$ cat config.mk
export PLATFORM = sky130hd
export DESIGN_NAME = fir_sequencer
export DESIGN_NICKNAME = d
export VERILOG_FILES = /design/src/rtl/fir_sequencer.sv
export SDC_FILE = /design/constraint.sdc
export NUM_CORES = 1
export LEC_CHECK = 0
export CORE_UTILIZATION = 35
export DETAILED_ROUTE_END_ITERATION = 7
export HOLD_SLACK_MARGIN = 0.1
export MAX_ROUTING_LAYER = met4
export SYNTH_ARGS = -nofsm -noshare
export SYNTH_HDL_FRONTEND = slang
export SYNTH_SLANG_ARGS = --single-unit
$ cat constraint.sdc
create_clock -name clk -period 6.7 [get_ports clk]
set_clock_uncertainty 0.15 [all_clocks]
set_input_delay 0.67 -clock clk [delete_from_list [all_inputs] [get_ports clk]]
set_output_delay 0.67 -clock clk [all_outputs]
set_load 0.03 [all_outputs]
$ cat src/rtl/fir_sequencer.sv
// Time-multiplexed FIR controller: writes each accepted sample to a circular history RAM,
// then walks TAPS taps through one shared MAC. Optional macro FIR_SEQ_ROUND_EN rounds half up.
module fir_sequencer #(
  parameter int unsigned TAPS = 8,
  parameter int unsigned DW   = 12,
  parameter int unsigned CW   = 12,
  localparam int unsigned AW  = $clog2(TAPS)
) (
  input  logic          clk,
  input  logic          reset_n,
  input  logic          sample_valid,
  input  logic [DW-1:0] sample_in,
  output logic          busy,
  output logic          overrun,
  output logic          hist_we,
  output logic [AW-1:0] hist_waddr,
  output logic [DW-1:0] hist_wdata,
  output logic [AW-1:0] hist_raddr,
  input  logic [DW-1:0] hist_rdata,
  output logic [AW-1:0] coef_addr,
  input  logic [CW-1:0] coef_data,
  output logic          out_valid,
  output logic [DW-1:0] out_sample
);
  localparam int unsigned PW   = DW + CW;
  localparam int unsigned ACCW = PW + AW;
  localparam int unsigned CNTW = AW + 1;
  localparam logic [CNTW-1:0] TAPS_N = CNTW'(TAPS);

  if (TAPS < 2 || (TAPS & (TAPS - 1)) != 0) begin : g_taps_check
    $error("fir_sequencer: TAPS must be a power of two >= 2");
  end

  typedef enum logic [1:0] {IDLE, WRITE, RUN, DONE} state_t;
  state_t state, state_d;

  logic [AW-1:0]          wptr, wptr_d;
  logic [CNTW-1:0]        fill, fill_d;
  logic [CNTW-1:0]        cnt, cnt_d;
  logic signed [ACCW-1:0] acc, acc_d;
  logic                   hist_we_d, busy_d, out_valid_d;
  logic [AW-1:0]          hist_waddr_d, hist_raddr_d, coef_addr_d;
  logic [DW-1:0]          hist_wdata_d, out_sample_d;

  logic signed [PW-1:0]   prod;
  logic signed [ACCW-1:0] acc_sum, acc_rnd, acc_shr;
  logic [ACCW-DW:0]       acc_hi;
  logic [DW-1:0]          sat_res;

  // MAC: while cnt is 1..TAPS the RAM outputs carry tap (cnt-1); taps at or beyond fill add 0
  always_comb begin
    prod    = PW'($signed(hist_rdata)) * PW'($signed(coef_data));
    acc_sum = ((cnt == CNTW'(1)) ? '0 : acc) + ((cnt <= fill) ? ACCW'(prod) : '0);
`ifdef FIR_SEQ_ROUND_EN
    acc_rnd = acc_sum + ACCW'(2 ** (CW - 2));
`else
    acc_rnd = acc_sum;
`endif
    acc_shr = acc_rnd >>> (CW - 1);
    acc_hi  = acc_shr[ACCW-1:DW-1];
    if (acc_hi == '0 || acc_hi == '1) sat_res = acc_shr[DW-1:0];
    else if (acc_shr[ACCW-1])         sat_res = {1'b1, {(DW-1){1'b0}}};
    else                              sat_res = {1'b0, {(DW-1){1'b1}}};
  end

  always_comb begin
    state_d      = state;
    wptr_d       = wptr;
    fill_d       = fill;
    cnt_d        = cnt;
    acc_d        = acc;
    hist_we_d    = 1'b0;
    hist_waddr_d = hist_waddr;
    hist_wdata_d = hist_wdata;
    hist_raddr_d = hist_raddr;
    coef_addr_d  = coef_addr;
    out_valid_d  = 1'b0;
    out_sample_d = out_sample;
    case (state)
      IDLE: begin
        if (sample_valid) begin
          state_d      = WRITE;
          hist_we_d    = 1'b1;
          hist_waddr_d = wptr;
          hist_wdata_d = sample_in;
        end
      end
      WRITE: begin
        state_d      = RUN;
        if (fill != TAPS_N) fill_d = fill + CNTW'(1);
        cnt_d        = '0;
        hist_raddr_d = wptr;
        coef_addr_d  = '0;
      end
      // Address phase runs cnt 0..TAPS-1; the extra cycle at cnt=TAPS drains the last read
      RUN: begin
        cnt_d        = cnt + CNTW'(1);
        hist_raddr_d = hist_raddr - AW'(1);
        coef_addr_d  = coef_addr + AW'(1);
        if (cnt != '0) acc_d = acc_sum;
        if (cnt == TAPS_N) begin
          state_d      = DONE;
          out_valid_d  = 1'b1;
          out_sample_d = sat_res;
        end
      end
      DONE: begin
        state_d = IDLE;
        wptr_d  = wptr + AW'(1);
      end
      default: state_d = IDLE;
    endcase
    busy_d = (state_d != IDLE);
  end

  // Strobe rejection must be visible in the same cycle as the dropped strobe
  assign overrun = sample_valid & (state != IDLE);

  always_ff @(posedge clk or negedge reset_n) begin
    if (!reset_n) state <= IDLE;
    else          state <= state_d;
  end

  always_ff @(posedge clk or negedge reset_n) begin
    if (!reset_n) begin
      wptr       <= '0;
      fill       <= '0;
      cnt        <= '0;
      acc        <= '0;
      busy       <= 1'b0;
      hist_we    <= 1'b0;
      hist_waddr <= '0;
      hist_wdata <= '0;
      hist_raddr <= '0;
      coef_addr  <= '0;
      out_valid  <= 1'b0;
      out_sample <= '0;
    end else begin
      wptr       <= wptr_d;
      fill       <= fill_d;
      cnt        <= cnt_d;
      acc        <= acc_d;
      busy       <= busy_d;
      hist_we    <= hist_we_d;
      hist_waddr <= hist_waddr_d;
      hist_wdata <= hist_wdata_d;
      hist_raddr <= hist_raddr_d;
      coef_addr  <= coef_addr_d;
      out_valid  <= out_valid_d;
      out_sample <= out_sample_d;
    end
  end

endmodule

==> results of run 1 <==
cell usage in the layout, fill, tap and decap left out, types with 12 or more instances in the layout:
cell,instances
sky130_fd_sc_hd__a21oi_1,17
sky130_fd_sc_hd__a21oi_2,26
sky130_fd_sc_hd__and2_1,35
sky130_fd_sc_hd__and2_4,13
sky130_fd_sc_hd__buf_4,179
sky130_fd_sc_hd__buf_6,41
sky130_fd_sc_hd__clkdlybuf4s50_1,50
sky130_fd_sc_hd__dfrtp_1,76
sky130_fd_sc_hd__fa_1,132
sky130_fd_sc_hd__ha_1,77
sky130_fd_sc_hd__inv_1,195
sky130_fd_sc_hd__mux2_2,22
sky130_fd_sc_hd__nand2_1,118
sky130_fd_sc_hd__nand2_2,14
sky130_fd_sc_hd__nand3_1,13
sky130_fd_sc_hd__nor2_1,51
sky130_fd_sc_hd__nor2b_1,34
sky130_fd_sc_hd__o21ai_0,37
sky130_fd_sc_hd__o21ai_2,12
sky130_fd_sc_hd__xnor2_1,21
sky130_fd_sc_hd__xor2_1,12
cells by family after synthesis:
family / count (synthesis)
xor gates and xnor gates: 47
DFF: 76
AOI/OAI and AO/OA: 175
buffers and inverters: 247
muxes: 32
adders and majority gates: 232
and+or+nand+nor: 334
how the worst max path moves through the flow:
stage,from,to,slack (ns),depth (start not counted)
after global routing,hist_rdata[5],out_sample[5]$_DFFE_PN0P_,-0.96,35
after floorplan,coef_data[1],out_sample[2]$_DFFE_PN0P_,-0.71,33
after detailed placement,coef_data[8],out_sample[7]$_DFFE_PN0P_,-1.67,32
after CTS,hist_rdata[9],out_sample[1]$_DFFE_PN0P_,-0.60,34
final,hist_rdata[7],out_sample[0]$_DFFE_PN0P_,-0.63,33
after global placement,coef_data[8],out_sample[8]$_DFFE_PN0P_,-1.64,32
layer usage:
layer,part of all wire (%),vias up
met1,48,4017
li1,-,4135
met2,47,149
met3,2.9,24
met4,1.2,0
met5,0,-
sequential cells by signal (all words and copies together), names as in the netlist:
name / cells
hist_raddr: 3
coef_addr: 3
fill: 4
out_sample: 12
cnt: 4
busy: 1
hist_wdata: 12
out_valid: 1
wptr: 3
acc: 27
hist_we: 1
state: 2
hist_waddr: 3
worst register-to-register path, delay by kind of cell (launching register included):
kind / cells / cell delay, ns
adders and majority gates: 2 / 0.58
AOI/OAI and AO/OA: 10 / 2.43
buffers and inverters: 3 / 0.29
and+or+nand+nor: 5 / 0.88
DFF: 1 / 0.38
per-stage QoR:
| stage | setup WS, ns | std cells | util (%) | hold slack [ns] |
|---|---|---|---|---|
| after global placement | -1.64 | 1734 | 44.3 | 0.301 |
| final | -0.633 | 1797 | 49.0 | 0.321 |
| after floorplan | -0.705 | 1143 | - | 0.224 |
| after global routing | -0.964 | 1797 | 49.0 | 0.335 |
| after detailed placement | -1.67 | 1734 | 44.3 | 0.308 |
| after CTS | -0.595 | 1786 | 47.6 | 0.323 |
final cells by class:
cell class / instances / share of cell area [%]
well taps: 384 / 3.40
multi-input cells: 820 / 58.0
flip-flops and latches: 76 / 13.5
repair buffers: 294 / 17.7
clock inverters: 7 / 0.345
inverters: 207 / 5.51
clock buffers: 9 / 1.59
timing repair:
action	4_1_cts	5_1_grt
pin swaps	90	51
endpoints found under the setup margin	27	24
hold buffers	0	0
resized for setup	190	119
setup buffers	33	19
gates cloned	4	0
==> results.env, run 1 <==
SYNTH-MAIN-FF-CELL='sky130_fd_sc_hd__dfrtp_1'
FIN_TNS_SETUP_NS=-9.84
IO_BUFFERS=75
STATUS='complete, but fails checks'
TIMING.CRITICAL_PATH.FROM_TYPE='input pin'
CLOCKROOTBUFFER='sky130_fd_sc_hd__clkbuf_16'
HPWLAFTERDP_UM=18800
DRT_DRC_VIOLATIONS_LEFT=0
BUSIEST_LAYER='met2'
VIA_PER_INST=4.63
DIE_H_UM=174
CRITICAL_PATH_PEAK_FANOUT=8
YOSYSUNIQUECELLTYPES=61
CLK-INSERTION-DELAY-LATE_NS=0.33
SYNTH_AREA_LEADER_CELL='sky130_fd_sc_hd__fa_1'
POST_SYNTH_MOST_FREQUENT_CELLS='sky130_fd_sc_hd__inv_1, sky130_fd_sc_hd__fa_1, sky130_fd_sc_hd__nand2_1'
CP-END-KIND='flip-flop'
GRT_USE_TOTAL_PCT=17.5
MIN_PERIOD_OVER_PERIOD_PCT=109
UNREPAIRED_SETUP_ENDPOINTS_AFTER_GLOBAL_ROUTING='yes'
FINAL_HOLD_VIOL_COUNT=0
ANTENNA-DIODE-COUNT=0
WORST_HOLD_PATH.NUM_CELLS=1
FINALWIRELENGTH_UM=24500
CLOCK_TREE.BUFFER_DEPTH=2
FINAL_WS_SETUP_NS=-0.633
AREA.SEQUENTIAL_MM2=0.00190
SYNTH_ENABLE_FLOP_CELLS=0
CLASSIFICATION_OF_THE_WORST_SLACK_HOLD_PATH='flip-flop to flip-flop'
FMAX_GHz=0.136
POSTLAYOUTCELLAREA_MM2=0.0141
CPPEAKSTAGEDELAY_NS=0.57
VIOLATIONS_IN_THE_FINAL_REPORTS='negative setup slack'
INITIAL_CORE_UTIL_PCT=35.8
SYNTHESIS.AREA_MM2=0.0103
CTS_HTREE_LEVELS=3
DIEAREA_MM2=0.0302
SLEW_HEADROOM_PCT=33.7
CTS-BUFFERS-INSERTED=9
CHIPWIDTH_UM=174
DRC_VIOLATION_TOTAL_AFTER_THE_FIRST_TRITONROUTE_ITERATION=310
SYNTH_COMPOUND_AREA_SHARE_PCT=11.3
WORST_PATH_MAX_DELAY_CELL='sky130_fd_sc_hd__fa_1'
FLOORPLAN.ROWS=62
CRITICAL_PATH_REQUIRED_NS=6.76
POSTSYNTHREGISTERBITS=76
CTS.SINK_COUNT=76
FINAL_LAYOUT_SIZE_SUFFIX_GT1_SHARE_PCT=32.1
MOST_USED_CELL_CP='sky130_fd_sc_hd__fa_1'
FIRST_PASS_ITERS=5
DRT_ANTENNA_NET_COUNT=0
WORST-PATH-BUF-INV=11
MAX_SLEW.WORST_PIN.SLEW_NS=0.994
CTS_TREE='done'
SEQUENTIAL_SHARE_OF_THE_SYNTHESIZED_AREA_PCT=18.4
FLOORPLAN.IO_PINS=76
CPLARGESTDELAYFAMILY='adder cells'
DETAIL_ROUTE.WL_PER_CELL_UM=13.6
CLOCK_PIN_TRANSITION_ON_THE_WORST_SETUP_AND_HOLD_TIMING_PATHS_NS=0.07
POSTSYNTHNETCOUNT=1414
CRIT_ARRIVAL_NS=7.40
SYNTH_TOP_CELLS_BY_AREA='sky130_fd_sc_hd__fa_1, sky130_fd_sc_hd__dfrtp_1, sky130_fd_sc_hd__ha_1'
GRT_PASS1_WL_UM=42600
CRITICAL_PATH.REG2REG.ENDPOINT='out_sample[2]$_DFFE_PN0P_'
SYNTH_TOP_FAMILY_BY_AREA='adder cells'
YOSYS_WARNINGS=0
GRT.MET2_USAGE_PCT=27.3
LAYOUT_AREA_OVERHEAD_PCT=36.8
MUXSHAREOFSYNTHAREA_PCT=3.49
POST_SYNTH_AND_OR_NAND_NOR_AREA_FRACTION_PCT=15.3
REG2REG_SLACK_NS=1.88
SYNTH_CELLS=1143
GRT_REMAINING_OVERFLOW=0
REGTOREGSTARTPOINT='fill[1]$_DFFE_PN0P_'
CORE_AREA_MM2=0.0289
SYNTH_TOP_AREA_SHARE_PCT=26.9
SYNTH_MOST_COMMON_CELL='sky130_fd_sc_hd__inv_1'
AREA_OF_THE_MULTI_INPUT_GATES_MM2=0.00820
FINALSETUPVIOLATIONS=24
VIAS=8325
SYNTH_AREA_PER_CELL_UM2=9.04
HOLDCRITSTARTPOINT='acc[4]$_DFFE_PN0P_'
GRT_START_MAX_NET_PINS=77
TIMING.SETUP.CRITICAL_PATH_CLASS='input pin to flip-flop'
GP_CONGESTION=0.830
TIMING.HOLD.WORST_ENDPOINT='acc[4]$_DFFE_PN0P_'
GRT_ANTENNA_BEFORE_REPAIR=0
SYNTH-ADDER-AREA-SHARE_PCT=38.2
FILLERINSTANCES=2709
GRTUSAGEMET3_PCT=1.23
WORSTREGTOREGCELLS=20
FINALMAXSLEWVIOLATIONS=0
PLACEDINSTANCEAREA_MM2=0.0128
FIRST_GLOBAL_VIAS=8952
DESIGN.FINAL.NETS=1679
MIN_PERIOD_NS=7.33
MAXCAPVIOLCOUNT=0
SYNTHARSTFLOPSHARE_PCT=100
POST_SYNTH_XOR_AREA_FRACTION_PCT=4.13
GRT_USE_MET1_PCT=24.5
Power of run 1 is left out: the tool's default activity adds up to more than one toggle a clock period on the data nets, which glitch-free logic cannot reach.
==> inputs of run 2 (changes only) <==
--- a/config.mk
+++ b/config.mk
@@ -7,8 +7,10 @@
 export LEC_CHECK = 0
 export CORE_UTILIZATION = 35
 export DETAILED_ROUTE_END_ITERATION = 7
+export GPL_ROUTABILITY_DRIVEN = 0
 export HOLD_SLACK_MARGIN = 0.1
 export MAX_ROUTING_LAYER = met4
+export PLACE_DENSITY = 0.56
 export SYNTH_ARGS = -nofsm -noshare
 export SYNTH_HDL_FRONTEND = slang
 export SYNTH_SLANG_ARGS = --single-unit
==> run 2 against run 1 <==
Effect of this change:
- the flow still finishes with violations (negative setup slack)
- register-to-register slack hardly changed
- worst hold slack worse by 0.0026 ns
- critical path type unchanged
- via count shrank 0.65%
- flip-flop and latch count unchanged
- global-route usage rose by 0.61 points
- final cell count down 0.61%
- design area fell by 0.83%
- sequential share of layout area increased by 0.11 points
- non-clock buffer count down 11
- highest routed layer unchanged
- clock-buffer cell count did not move
==> results.env, run 2 (same netlist as run 1, synthesis figures left out) <==
DIEAREA_MM2=0.0302
STATUS='complete, but fails checks'
VIA_PER_INST=4.63
LAYOUT_TOP_REGISTERS='acc (27), hist_wdata (12), out_sample (12)'
CORE_AREA_MM2=0.0289
CLK-INSERTION-DELAY-LATE_NS=0.34
WORST_PATH_MAX_DELAY_CELL='sky130_fd_sc_hd__fa_1'
CLOCK_TREE.BUFFER_DEPTH=2
REGTOREGSTARTPOINT='fill[1]$_DFFE_PN0P_'
DRC_VIOLATION_TOTAL_AFTER_THE_FIRST_TRITONROUTE_ITERATION=294
CRIT_PATH_START='hist_rdata[3]'
DIE_H_UM=174
DETAIL_ROUTE.WL_PER_CELL_UM=13.9
MOSTFREQUENTLAYOUTCELL='sky130_fd_sc_hd__inv_1'
CRITICAL_PATH.REG2REG.ENDPOINT='out_sample[0]$_DFFE_PN0P_'
TIMING.CRITICAL_PATH.FROM_TYPE='input pin'
CLOCKROOTBUFFER='sky130_fd_sc_hd__clkbuf_16'
MIN_PERIOD_NS=7.46
CTS_HTREE_LEVELS=3
POST-PLACE-WS_NS=-1.71
WORST_SETUP_PATH_ENDPOINT='out_sample[0]$_DFFE_PN0P_'
GRT_PASS1_WL_UM=43800
WORSTREGTOREGCELLS=19
FINALMAXSLEWVIOLATIONS=0
PLACEDINSTANCEAREA_MM2=0.0128
CLOCK_PIN_TRANSITION_ON_THE_WORST_SETUP_AND_HOLD_TIMING_PATHS_NS=0.06
MAXCAPVIOLCOUNT=0
HOLDBUFCOUNTCTS=0
ANTENNA-DIODE-COUNT=0
POSTLAYOUTCELLAREA_MM2=0.0140
REGMOSTFLOPS='acc'
CRIT_ARRIVAL_NS=7.52
MOST_USED_CELL_CP='sky130_fd_sc_hd__fa_1'
IO_BUFFERS=75
LAYOUT_AREA_OVERHEAD_PCT=35.7
REG2REG_SLACK_NS=1.88
FINAL_LAYOUT_SIZE_SUFFIX_GT1_SHARE_PCT=29.9
FINALSETUPVIOLATIONS=19
VIOLATIONS_IN_THE_FINAL_REPORTS='negative setup slack'
GRT_USE_TOTAL_PCT=18.1
DRT_DRC_VIOLATIONS_LEFT=0
CTS_TREE='done'
CTS.SINK_COUNT=76
GRT_REMAINING_OVERFLOW=0
MOSTFREQUENTLAYOUTCELLS='sky130_fd_sc_hd__inv_1, sky130_fd_sc_hd__buf_4, sky130_fd_sc_hd__fa_1'
FIRST_PASS_ITERS=4
CP-END-KIND='flip-flop'
HPWLAFTERDP_UM=19100
FINALWIRELENGTH_UM=24800
FMAX_GHz=0.134
UNREPAIRED_SETUP_ENDPOINTS_AFTER_GLOBAL_ROUTING='yes'
FIN_TNS_SETUP_NS=-11.18
FLOORPLAN.ROWS=62
CHIPWIDTH_UM=174
LARGEST_REGISTER_FFS=27
MIN_PERIOD_OVER_PERIOD_PCT=111
DRT_ANTENNA_NET_COUNT=0
MAX_SLEW.WORST_PIN.SLEW_NS=1.01
CTS-BUFFERS-INSERTED=9
INITIAL_CORE_UTIL_PCT=35.8
FINAL_HOLD_VIOL_COUNT=0
VIAS=8271
CLASSIFICATION_OF_THE_WORST_SLACK_HOLD_PATH='flip-flop to flip-flop'
DESIGN.FINAL.NETS=1668
SLEW_HEADROOM_PCT=32.8
GRT_ANTENNA_BEFORE_REPAIR=0
GRT_START_MAX_NET_PINS=77
TIMING.SETUP.CRITICAL_PATH_CLASS='input pin to flip-flop'
FLOORPLAN.IO_PINS=76
FIRST_GLOBAL_VIAS=9001
CRITICAL_PATH_REQUIRED_NS=6.76
CRITICAL_PATH_PEAK_FANOUT=8
CPPEAKSTAGEDELAY_NS=0.55
FINAL_WS_SETUP_NS=-0.760
## run 2: changes by cell type in the layout (fill, tap and decap cells not counted), sizes merged
cell,previous run,this run
buf,236,226
clkinv,4,1
bufinv,0,2
clkbuf,17,15
clkdlybuf4s15,0,1
inv,209,210
## run 2: worst min path at each step
stage	from	to	slack, ns	cells past startpoint
final	acc[4]$_DFFE_PN0P_	acc[4]$_DFFE_PN0P_	0.32	1
after global routing	acc[4]$_DFFE_PN0P_	acc[4]$_DFFE_PN0P_	0.35	1
after CTS	acc[26]$_DFFE_PN0P_	acc[26]$_DFFE_PN0P_	0.32	2
after detailed placement	acc[4]$_DFFE_PN0P_	acc[4]$_DFFE_PN0P_	0.31	1
after global placement	acc[4]$_DFFE_PN0P_	acc[4]$_DFFE_PN0P_	0.30	1
after floorplan	reset_n	acc[0]$_DFFE_PN0P_	0.22	0
## run 2: final cells by class
cell class	count	area [µm²]
sequential	76	1900
multi-input combinational	820	8110
inverter	207	778
fill	2778	14800
clock inverter	7	105
clock buffer	9	225
timing repair buffer	283	2420
tap	384	480
## run 2: repair_timing
action                                  CTS  global route
hold endpoints to repair                  0             0
endpoints found under the setup margin   27            24
setup buffers                            32            10
resized for setup                       200            78
cloned                                    5             0
pin swaps                                58            67
## run 2: worst max-delay path, delay by kind of cell
kind	cells	cell delay (ns)
adders and majority gates	7	3.01
AOI/OAI and AO/OA	12	1.84
and+or+nand+nor	6	1.03
buffers and inverters	7	0.64
xor gates and xnor gates	2	0.31
## run 2: metrics by stage
| step | utilization, % | hold slack [ns] | cells |
|---|---|---|---|
| after floorplan | - | 0.224 | 1143 |
| after global placement | 44.4 | 0.302 | 1733 |
| after detailed placement | 44.4 | 0.309 | 1733 |
| after CTS | 47.7 | 0.322 | 1783 |
| after global routing | 48.6 | 0.349 | 1786 |
| final | 48.6 | 0.318 | 1786 |
## run 2: layer usage
metal | wire length [µm] | track usage [%] | up-vias
li1 | - | - | 4119
met1 | 12500 | 25.4 | 4000
met2 | 11400 | 28.4 | 131
met3 | 617 | 1.86 | 21
met4 | 255 | 3.22 | 0
met5 | 0 | - | -
Power of run 2 is left out for the same reason.
==> inputs of run 3 (changes only) <==
--- a/config.mk
+++ b/config.mk
@@ -11,6 +11,7 @@
 export HOLD_SLACK_MARGIN = 0.1
 export MAX_ROUTING_LAYER = met4
 export PLACE_DENSITY = 0.56
+export SLEW_MARGIN = 20
 export SYNTH_ARGS = -nofsm -noshare
 export SYNTH_HDL_FRONTEND = slang
 export SYNTH_SLANG_ARGS = --single-unit
==> run 3 against run 2 <==
Effect of this change:
- the run still ends with negative setup slack left
- critical path depth unchanged
- utilization about the same
- die area unchanged
- non-clock buffer count unchanged
- clock-buffer cell count unchanged
- sequential share of layout area about the same
- critical path type unchanged
- critical endpoint is now out_sample[2]$_DFFE_PN0P_
==> results.env, run 3 (same netlist as run 1, synthesis figures left out) <==
STATUS='complete, but fails checks'
VIOLATIONS_IN_THE_FINAL_REPORTS='negative setup slack'
CRITICAL_PATH_REQUIRED_NS=6.82
PLACEDINSTANCEAREA_MM2=0.0128
LAYOUT_TOP_REGISTERS='acc (27), hist_wdata (12), out_sample (12)'
MOSTFREQUENTLAYOUTCELLS='sky130_fd_sc_hd__inv_1, sky130_fd_sc_hd__buf_4, sky130_fd_sc_hd__fa_1'
INITIAL_CORE_UTIL_PCT=35.8
DIEAREA_MM2=0.0302
CRIT_PATH_START='coef_data[7]'
MOSTFREQUENTLAYOUTCELL='sky130_fd_sc_hd__inv_1'
FLOORPLAN.IO_PINS=76
CPPEAKSTAGEDELAY_NS=0.52
CLK-INSERTION-DELAY-LATE_NS=0.34
SLEW_HEADROOM_PCT=37.7
CORE_AREA_MM2=0.0289
CHIPWIDTH_UM=174
DRC_VIOLATION_TOTAL_AFTER_THE_FIRST_TRITONROUTE_ITERATION=294
CLOCK_TREE.BUFFER_DEPTH=2
HPWLAFTERDP_UM=19100
MAX_SLEW.WORST_PIN.SLEW_NS=0.935
IO_BUFFERS=75
CTS-BUFFERS-INSERTED=9
TIMING.CRITICAL_PATH.FROM_TYPE='input pin'
FINALSETUPVIOLATIONS=19
FMAX_GHz=0.134
CP-END-KIND='flip-flop'
FIRST_GLOBAL_VIAS=9001
CLASSIFICATION_OF_THE_WORST_SLACK_HOLD_PATH='input pin to asynchronous set/reset pin'
FINAL_HOLD_VIOL_COUNT=0
FIRST_PASS_ITERS=4
REGTOREGSTARTPOINT='fill[1]$_DFFE_PN0P_'
GRT_START_MAX_NET_PINS=77
VIAS=8229
FINAL_LAYOUT_SIZE_SUFFIX_GT1_SHARE_PCT=29.9
LARGEST_REGISTER_FFS=27
CRIT_ARRIVAL_NS=7.58
CLOCK_PIN_TRANSITION_ON_THE_WORST_SETUP_AND_HOLD_TIMING_PATHS_NS=0.06
POSTLAYOUTCELLAREA_MM2=0.0140
HOLDBUFCOUNTCTS=0
FINALWIRELENGTH_UM=24700
FIN_UTIL_PCT=48.6
WORST_PATH_MAX_DELAY_CELL='sky130_fd_sc_hd__fa_1'
VIA_PER_INST=4.61
UNREPAIRED_SETUP_ENDPOINTS_AFTER_GLOBAL_ROUTING='yes'
GRT_PASS1_WL_UM=43800
CTS_HTREE_LEVELS=3
POST-PLACE-WS_NS=-1.71
LAYOUT_AREA_OVERHEAD_PCT=35.7
MIN_PERIOD_NS=7.46
MOST_USED_CELL_CP='sky130_fd_sc_hd__fa_1'
DRT_ANTENNA_NET_COUNT=0
CTS_TREE='done'
FIN_TNS_SETUP_NS=-11.18
GRT_ANTENNA_BEFORE_REPAIR=0
TIMING.SETUP.CRITICAL_PATH_CLASS='input pin to flip-flop'
DETAIL_ROUTE.WL_PER_CELL_UM=13.8
REGMOSTFLOPS='acc'
FLOORPLAN.ROWS=62
ANTENNA-DIODE-COUNT=0
FINALMAXSLEWVIOLATIONS=0
MAXCAPVIOLCOUNT=0
DESIGN.FINAL.NETS=1668
DRT_DRC_VIOLATIONS_LEFT=0
GRT_USE_TOTAL_PCT=18.1
CRITICAL_PATH_PEAK_FANOUT=10
CLOCKROOTBUFFER='sky130_fd_sc_hd__clkbuf_16'
FINAL_WS_SETUP_NS=-0.762
MIN_PERIOD_OVER_PERIOD_PCT=111
DIE_H_UM=174
GRT_REMAINING_OVERFLOW=0
CTS.SINK_COUNT=76
run 3: changes by cell type in the layout (fill, tap and decap cells not counted):
| cell | change |
|---|---|
| sky130_fd_sc_hd__buf_4 | -1 |
| sky130_fd_sc_hd__buf_6 | +1 |
run 3: repair_timing:
action,in CTS,in global routing
pin swaps,58,67
endpoints found under the setup margin,27,24
cloned,5,0
gates resized for setup,200,78
setup buffers,32,10
run 3: worst paths after layout:
path,end,slack [ns],depth (start not counted)
min,out_sample[7]$_DFFE_PN0P_,0.22,1
max,out_sample[2]$_DFFE_PN0P_,-0.76,34
max in group asynchronous,acc[4]$_DFFE_PN0P_,5.68,1
min reg2reg,acc[4]$_DFFE_PN0P_,0.32,1
min in group clk,acc[4]$_DFFE_PN0P_,0.32,1
max reg2reg,out_sample[0]$_DFFE_PN0P_,1.88,19
run 3: layout make-up:
class	instances	area, µm²
well taps	384	480
clock buffers	9	225
clock inverters	7	105
fillers	2778	14800
inverters	207	778
flip-flops and latches	76	1900
repair buffers	283	2420
multi-input cells	820	8110
run 3: through the flow:
step / hold slack [ns] / cells
2_1_floorplan: 0.224 / 1143
3_3_place_gp: 0.302 / 1733
3_5_place_dp: 0.309 / 1733
4_1_cts: 0.322 / 1783
5_1_grt: 0.283 / 1786
6_report: 0.217 / 1786
run 3: worst max-delay path: cells and delay by family:
kind | cells | cell delay, ns
fa+ha+maj | 7 | 2.98
buf+inv | 8 | 0.71
simple gates | 6 | 1.13
xor+xnor | 2 | 0.30
compound gates | 11 | 1.77
run 3: layer usage:
metal,vias to the layer above,global-route usage (%),wire [µm],part of all wire (%)
met1,3981,25.4,12400,50
li1,4119,-,-,-
met4,0,3.22,228,0.92
met2,112,28.4,11500,46
met3,17,1.86,586,2.4
met5,-,-,0,0
Power of run 3 is left out for the same reason.
